<file path="config.mk">
export PLATFORM = sky130hd
export DESIGN_NAME = pipeline_hazard_ctrl
export DESIGN_NICKNAME = d
export VERILOG_FILES = /design/src/rtl/pipeline_hazard_ctrl.sv
export SDC_FILE = /design/constraint.sdc
export NUM_CORES = 1
export LEC_CHECK = 0
export BUFFER_PORTS_ARGS = -buffer_cell sky130_fd_sc_hd__buf_2
export CAP_MARGIN = 5
export CORE_AREA = 2 2 61 63
export DETAILED_ROUTE_END_ITERATION = 6
export DIE_AREA = 0 0 63 65
export PLACE_DENSITY_LB_ADDON = 0.05
export REMOVE_ABC_BUFFERS = 1
export SYNTH_ARGS = -nofsm -noshare
export SYNTH_HDL_FRONTEND = slang
export SYNTH_SLANG_ARGS = --single-unit
export TNS_END_PERCENT = 100
</file>
<file path="constraint.sdc">
create_clock -name clock -period 1.9 [get_ports clock]
set_input_delay 0.095 -clock clock [delete_from_list [all_inputs] [get_ports clock]]
set_output_delay 0.095 -clock clock [all_outputs]
set_load 0.01 [all_outputs]
</file>
<file path="src/rtl/pipeline_hazard_ctrl.sv">
// -----------------------------------------------------------------------------
// pipeline_hazard_ctrl
//
// Hazard controller for a 5-stage in-order pipeline (IF/ID/EX/MEM/WB).
// It produces the pipeline register load enables and bubble (flush) controls
// from three hazard sources, in priority order:
//   1. memory freeze   : data memory in MEM has not completed -> whole pipe holds
//   2. taken branch    : EX resolved a taken branch/jump -> squash IF/ID, ID/EX
//   3. load-use        : ID reads a register that the load in EX will write
//                        -> hold PC and IF/ID for one cycle, bubble into ID/EX
//
// A two-state FSM (RUN / MEM_WAIT) tracks an outstanding memory access.
// Enables and flushes are purely combinational from the state and the inputs.
// An 8-bit wait counter measures the memory wait; mem_timeout is a sticky flag
// raised when the wait reaches MEM_TIMEOUT cycles (the controller keeps
// waiting regardless).
//
// Handshake note: mem_req/mem_ready form a level-based completion handshake.
// The MEM access is in flight while mem_req=1 (RUN) or while in MEM_WAIT; the
// access completes in the cycle mem_ready=1, and that cycle runs unfrozen.
//
// Build option:
//   HAZARD_PERF_CNT_EN  when defined, lu_stall_cnt / mem_stall_cnt / flush_cnt
//                       are saturating 16-bit counters of load-use stall,
//                       freeze and branch-flush cycles. When undefined they are
//                       tied to 0 and no counter logic exists.
//
// Parameters:
//   MEM_TIMEOUT    wait-cycle count (1..255) at which mem_timeout sets
//
// Ports:
//   clock          sole clock, rising edge
//   reset          synchronous active-low reset
//   id_rs1/id_rs2  source registers of the ID instruction
//   id_uses_rs1/2  ID instruction actually reads that source
//   ex_rd          destination register of the EX instruction
//   ex_memtoreg    EX instruction is a load
//   ex_reg_en      EX instruction writes the register file
//   branch_taken   EX resolved a taken branch or jump
//   mem_req        MEM instruction accesses data memory
//   mem_ready      data memory completes this cycle
//   pc_en .. mem_wb_en          pipeline register load enables
//   if_id_flush, id_ex_flush    load a bubble into IF/ID or ID/EX
//   mem_timeout    sticky memory-wait timeout flag
//   lu_stall_cnt, mem_stall_cnt, flush_cnt   performance counters
//   state_dbg      current FSM state (0 = RUN, 1 = MEM_WAIT)
// -----------------------------------------------------------------------------
module pipeline_hazard_ctrl #(
    parameter int unsigned MEM_TIMEOUT = 255
) (
    input  logic        clock,
    input  logic        reset,
    input  logic [4:0]  id_rs1,
    input  logic [4:0]  id_rs2,
    input  logic        id_uses_rs1,
    input  logic        id_uses_rs2,
    input  logic [4:0]  ex_rd,
    input  logic        ex_memtoreg,
    input  logic        ex_reg_en,
    input  logic        branch_taken,
    input  logic        mem_req,
    input  logic        mem_ready,
    output logic        pc_en,
    output logic        if_id_en,
    output logic        id_ex_en,
    output logic        ex_mem_en,
    output logic        mem_wb_en,
    output logic        if_id_flush,
    output logic        id_ex_flush,
    output logic        mem_timeout,
    output logic [15:0] lu_stall_cnt,
    output logic [15:0] mem_stall_cnt,
    output logic [15:0] flush_cnt,
    output logic        state_dbg
);

    typedef enum logic {
        RUN      = 1'b0,
        MEM_WAIT = 1'b1
    } state_t;

    localparam logic [7:0] TIMEOUT_CNT = 8'(MEM_TIMEOUT);

    state_t     state;
    state_t     state_next;
    logic       freeze;
    logic       load_use;
    logic [7:0] wait_cnt;

    assign state_dbg = (state == MEM_WAIT);

    // Next state and hazard outputs.
    always_comb begin
        freeze = ((state == RUN) && mem_req && !mem_ready) ||
                 ((state == MEM_WAIT) && !mem_ready);

        // A load only hurts when it really writes a non-zero register that
        // the ID instruction actually reads.
        load_use = ex_memtoreg && ex_reg_en && (ex_rd != 5'd0) &&
                   ((id_uses_rs1 && (id_rs1 == ex_rd)) ||
                    (id_uses_rs2 && (id_rs2 == ex_rd)));

        state_next  = freeze ? MEM_WAIT : RUN;

        pc_en       = 1'b1;
        if_id_en    = 1'b1;
        id_ex_en    = 1'b1;
        ex_mem_en   = 1'b1;
        mem_wb_en   = 1'b1;
        if_id_flush = 1'b0;
        id_ex_flush = 1'b0;

        if (freeze) begin
            // Everything holds. A taken branch stays in the frozen EX stage
            // and is acted on in the first unfrozen cycle.
            pc_en     = 1'b0;
            if_id_en  = 1'b0;
            id_ex_en  = 1'b0;
            ex_mem_en = 1'b0;
            mem_wb_en = 1'b0;
        end else if (branch_taken) begin
            // The two younger instructions are wrong-path; a coincident
            // load-use is on the wrong path too and is ignored.
            if_id_flush = 1'b1;
            id_ex_flush = 1'b1;
        end else if (load_use) begin
            // The bubble in ID/EX removes the load from EX next cycle, so the
            // stall naturally lasts one cycle.
            pc_en       = 1'b0;
            if_id_en    = 1'b0;
            id_ex_flush = 1'b1;
        end
    end

    always_ff @(posedge clock) begin
        if (!reset) begin
            state <= RUN;
        end else begin
            state <= state_next;
        end
    end

    // Wait counter holds 0 in RUN and counts MEM_WAIT cycles, so in the Nth
    // MEM_WAIT cycle it reads N (saturating).
    always_ff @(posedge clock) begin
        if (!reset || (state_next == RUN)) begin
            wait_cnt <= 8'd0;
        end else if (wait_cnt != 8'hFF) begin
            wait_cnt <= wait_cnt + 8'd1;
        end
    end

    always_ff @(posedge clock) begin
        if (!reset) begin
            mem_timeout <= 1'b0;
        end else if ((state == MEM_WAIT) && (wait_cnt == TIMEOUT_CNT)) begin
            mem_timeout <= 1'b1;
        end
    end

`ifdef HAZARD_PERF_CNT_EN
    logic lu_evt;
    logic flush_evt;

    assign lu_evt    = !freeze && !branch_taken && load_use;
    assign flush_evt = !freeze && branch_taken;

    always_ff @(posedge clock) begin
        if (!reset) begin
            lu_stall_cnt  <= 16'd0;
            mem_stall_cnt <= 16'd0;
            flush_cnt     <= 16'd0;
        end else begin
            if (lu_evt && (lu_stall_cnt != 16'hFFFF)) begin
                lu_stall_cnt <= lu_stall_cnt + 16'd1;
            end
            if (freeze && (mem_stall_cnt != 16'hFFFF)) begin
                mem_stall_cnt <= mem_stall_cnt + 16'd1;
            end
            if (flush_evt && (flush_cnt != 16'hFFFF)) begin
                flush_cnt <= flush_cnt + 16'd1;
            end
        end
    end
`else
    assign lu_stall_cnt  = 16'd0;
    assign mem_stall_cnt = 16'd0;
    assign flush_cnt     = 16'd0;
`endif

endmodule
</file>
==> impl_metrics.env <==
export IMPL_critPathBufInv=0
export IMPL_total_power_uw=527
export IMPL_dp_cells=197
export IMPL_die_area_um2=4100
export IMPL_reg2regPathDepth=5
export IMPL_grt_pass1_vias=554
export IMPL_cp_start_kind="register"
export IMPL_finalMaxSlewViolations=0
export IMPL_drc=0
export IMPL_finalWeightedCongestion=0.700
export IMPL_die_y_um=65
export IMPL_period_share_pct=76.8
export IMPL_hold_class="input port to register"
export IMPL_syn_inst=121
export IMPL_setup_viol=0
export IMPL_drt_pass1_iterations=3
export IMPL_cts_hold_buf=0
export IMPL_grt_first_pass_wirelength_mm=2.28
export IMPL_reg2reg_slack_ps=440
export IMPL_drtIter0Drc=33
export IMPL_drtAntennaViolNets=0
export IMPL_hold_start="reset"
export IMPL_cp_max_fo=7
export IMPL_num_vias=706
export IMPL_hold_viol=0
export IMPL_fin_cells=201
export IMPL_antenna_cells=0
export IMPL_syn_mean_instance_area_um2=8.08
export IMPL_gr_usage_all_layers_pct=7.20
export IMPL_die_x_um=63
export IMPL_crit_arrival_ps=1600
export IMPL_post_cts_resized=0
export IMPL_dp_hpwl_mm=1.31
export IMPL_seqCellArea_um2=200
export IMPL_antenna_found_initial=0
export IMPL_path_cells="ha_1 -> nand4_1 -> nor2_4 -> mux2i_1 -> nor2_1"
export IMPL_power_density_nw_per_um2=512
export IMPL_fmaxAchievable_mhz=685
export IMPL_clk_path_buf_depth=2
export IMPL_grt_max_degree=9
export IMPL_whs_endpoint="mem_timeout$_SDFFE_PN0P_"
export IMPL_clk_pin_slew_ps=70
export IMPL_power_leakage_uw=0.000505
export IMPL_synth_cell_types=33
export IMPL_wire_per_inst_um=7.55
export IMPL_yosys_warnings=0
export IMPL_status="complete, no violations"
export IMPL_synth_seq_cells=10
export IMPL_rr_startpoint="wait_cnt[0]$_SDFFE_PP0P_"
export IMPL_worstSetupPathType="register to register"
export IMPL_cts_root_buf="clkbuf_4"
export IMPL_synth_area_um2=977
export IMPL_tns_ps=0
export IMPL_globalRoute_totalOverflow=0
export IMPL_pin_count=81
export IMPL_wl_mm=1.52
export IMPL_start_util_pct=28.0
export IMPL_area_growth_pct=5.38
export IMPL_final_nets=179
export IMPL_numCtsBuffers=3
export IMPL_hold_path_depth=3
export IMPL_crit_family="simple AND/OR/NAND/NOR gates"
export IMPL_fp_row_count=22
export IMPL_synth_area_leader_cell="buf_4"
export IMPL_finalInstanceArea_um2=1030
export IMPL_h_tree_depth=1
export IMPL_rsz0062_at_grt="false"
export IMPL_numPortBuffers=32
export IMPL_viasPerCell=3.51
export IMPL_cts_sinks=10
export IMPL_crit_slowest_cell="dfxtp_1"
export IMPL_yosys_area_top_type_share_pct=39.2
export IMPL_dpl_cell_area_um2=993
export IMPL_fin_crit_ps=1460
export IMPL_core_area_um2=3500
export IMPL_slowest_delay_ps=370
export IMPL_yosysSeqAreaShare_pct=20.5
export IMPL_insertion_delay_ps=260
export IMPL_clock_skew_ps=4.32
export IMPL_synth_top_cells_by_area="buf_4 39%, dfxtp_1 20%, xor2_1 8.1%, nor2_1 2.3%, nor3_1 2.0%"
export IMPL_max_vdd_ir_drop_v=0.000114
export IMPL_cts_setup_buffers=0
export IMPL_layout_drive_gt1_share_pct=26.1
export IMPL_multi_input_area_um2=551
export IMPL_cts_tree="built"
export IMPL_cap_violations=0
export IMPL_fillCellCount=407
export IMPL_end_kind="register"
export IMPL_r2r_end="wait_cnt[1]$_SDFFE_PP0P_"
export IMPL_fin_util_pct=29.5
export IMPL_cp_required_ps=2040
-- worst min-delay path, delay by kind of cell --
kind / cells / cell delay [ps]
buffers and inverters: 2 / 120
and+or+nand+nor: 1 / 80
-- how the worst max path moves through the flow --
stage,from,to,cells past startpoint
floorplan,state_dbg$_SDFF_PN0_,wait_cnt[5]$_SDFFE_PP0P_,4
global placement,wait_cnt[0]$_SDFFE_PP0P_,wait_cnt[1]$_SDFFE_PP0P_,5
detailed placement,wait_cnt[0]$_SDFFE_PP0P_,wait_cnt[1]$_SDFFE_PP0P_,5
CTS,wait_cnt[0]$_SDFFE_PP0P_,wait_cnt[1]$_SDFFE_PP0P_,5
global route,wait_cnt[0]$_SDFFE_PP0P_,wait_cnt[1]$_SDFFE_PP0P_,5
finish,wait_cnt[0]$_SDFFE_PP0P_,wait_cnt[1]$_SDFFE_PP0P_,5
-- kinds of logic (layout without fill, tap and decap cells) --
| family | after synthesis | count (layout) | share of synthesized area (%) |
|---|---|---|---|
| buffers and inverters | 56 | 41 | 41.2 |
| xor gates and xnor gates | 11 | 11 | 9.86 |
| other | 1 | 48 | 0.384 |
| AOI/OAI and AO/OA | 16 | 16 | 11.5 |
| muxes | 1 | 1 | 1.02 |
| DFF | 10 | 10 | 20.5 |
| adders and majority gates | 1 | 1 | 1.28 |
| and+or+nand+nor | 25 | 25 | 14.2 |
-- where the power goes --
group          switching (uW)  total, uW  internal, uW
clock network            70.0        186           116
registers                2.03        214           212
logic                    83.0        127          44.2
-- final cells by class --
type / count / area share [%]
repair buffers: 33 / 16.3
inverters: 4 / 1.46
flip-flops and latches: 10 / 19.4
well taps: 48 / 5.83
clock buffers: 4 / 3.52
multi-input cells: 102 / 53.5
-- stage by stage --
step / setup WS (ps) / hold WS [ps]
floorplan: 341 / 222
global route: 294 / 68.8
global placement: 479 / 329
detailed placement: 438 / 343
finish: 440 / 62.3
CTS: 427 / 56.2
-- metal layers --
metal / wire length (um) / vias up / part of all wire, % / GRT usage, %
met3: 155 / 2 / 10 / 1.74
li1: - / 369 / - / -
met1: 560 / 298 / 37 / 8.11
met4: 24 / 0 / 1.6 / 5.83
met2: 777 / 37 / 51 / 11.6
met5: 0 / - / 0 / 0
-- cell usage after synthesis --
cell,count
nor2_1,6
ha_1,1
mux2i_1,1
nand2_1,3
nor3_1,4
clkinv_1,1
xor2_1,9
inv_1,3
o211ai_1,1
a211oi_1,2
buf_4,51
or4_1,1
nand3_1,2
nand4_1,1
or2_1,1
o21bai_1,2
and2_1,1
nor4_1,2
o2111ai_1,1
dfxtp_1,10
buf_2,1
o21ai_1,1
nor2_4,1
or2_2,1
xnor2_1,2
o31a_1,2
nor4_2,1
o21a_1,1
conb_1,1
a21oi_1,3
and2_0,1
a32oi_1,1
a31oi_1,2
-- cell usage in the layout, fill, tap and decap left out, types with 3 or more instances in the layout --
cell type  instances
a21oi_1            3
buf_2             32
clkbuf_4           3
conb_1            48
dfxtp_1           10
inv_1              3
nand2_1            3
nor2_1             6
nor3_1             4
xor2_1             9
-- sequential cells by signal (all words and copies together) (netlist names) --
signal and count:
state_dbg 1, wait_cnt 8, mem_timeout 1
Note: power is estimated with default switching activity, not from simulation.
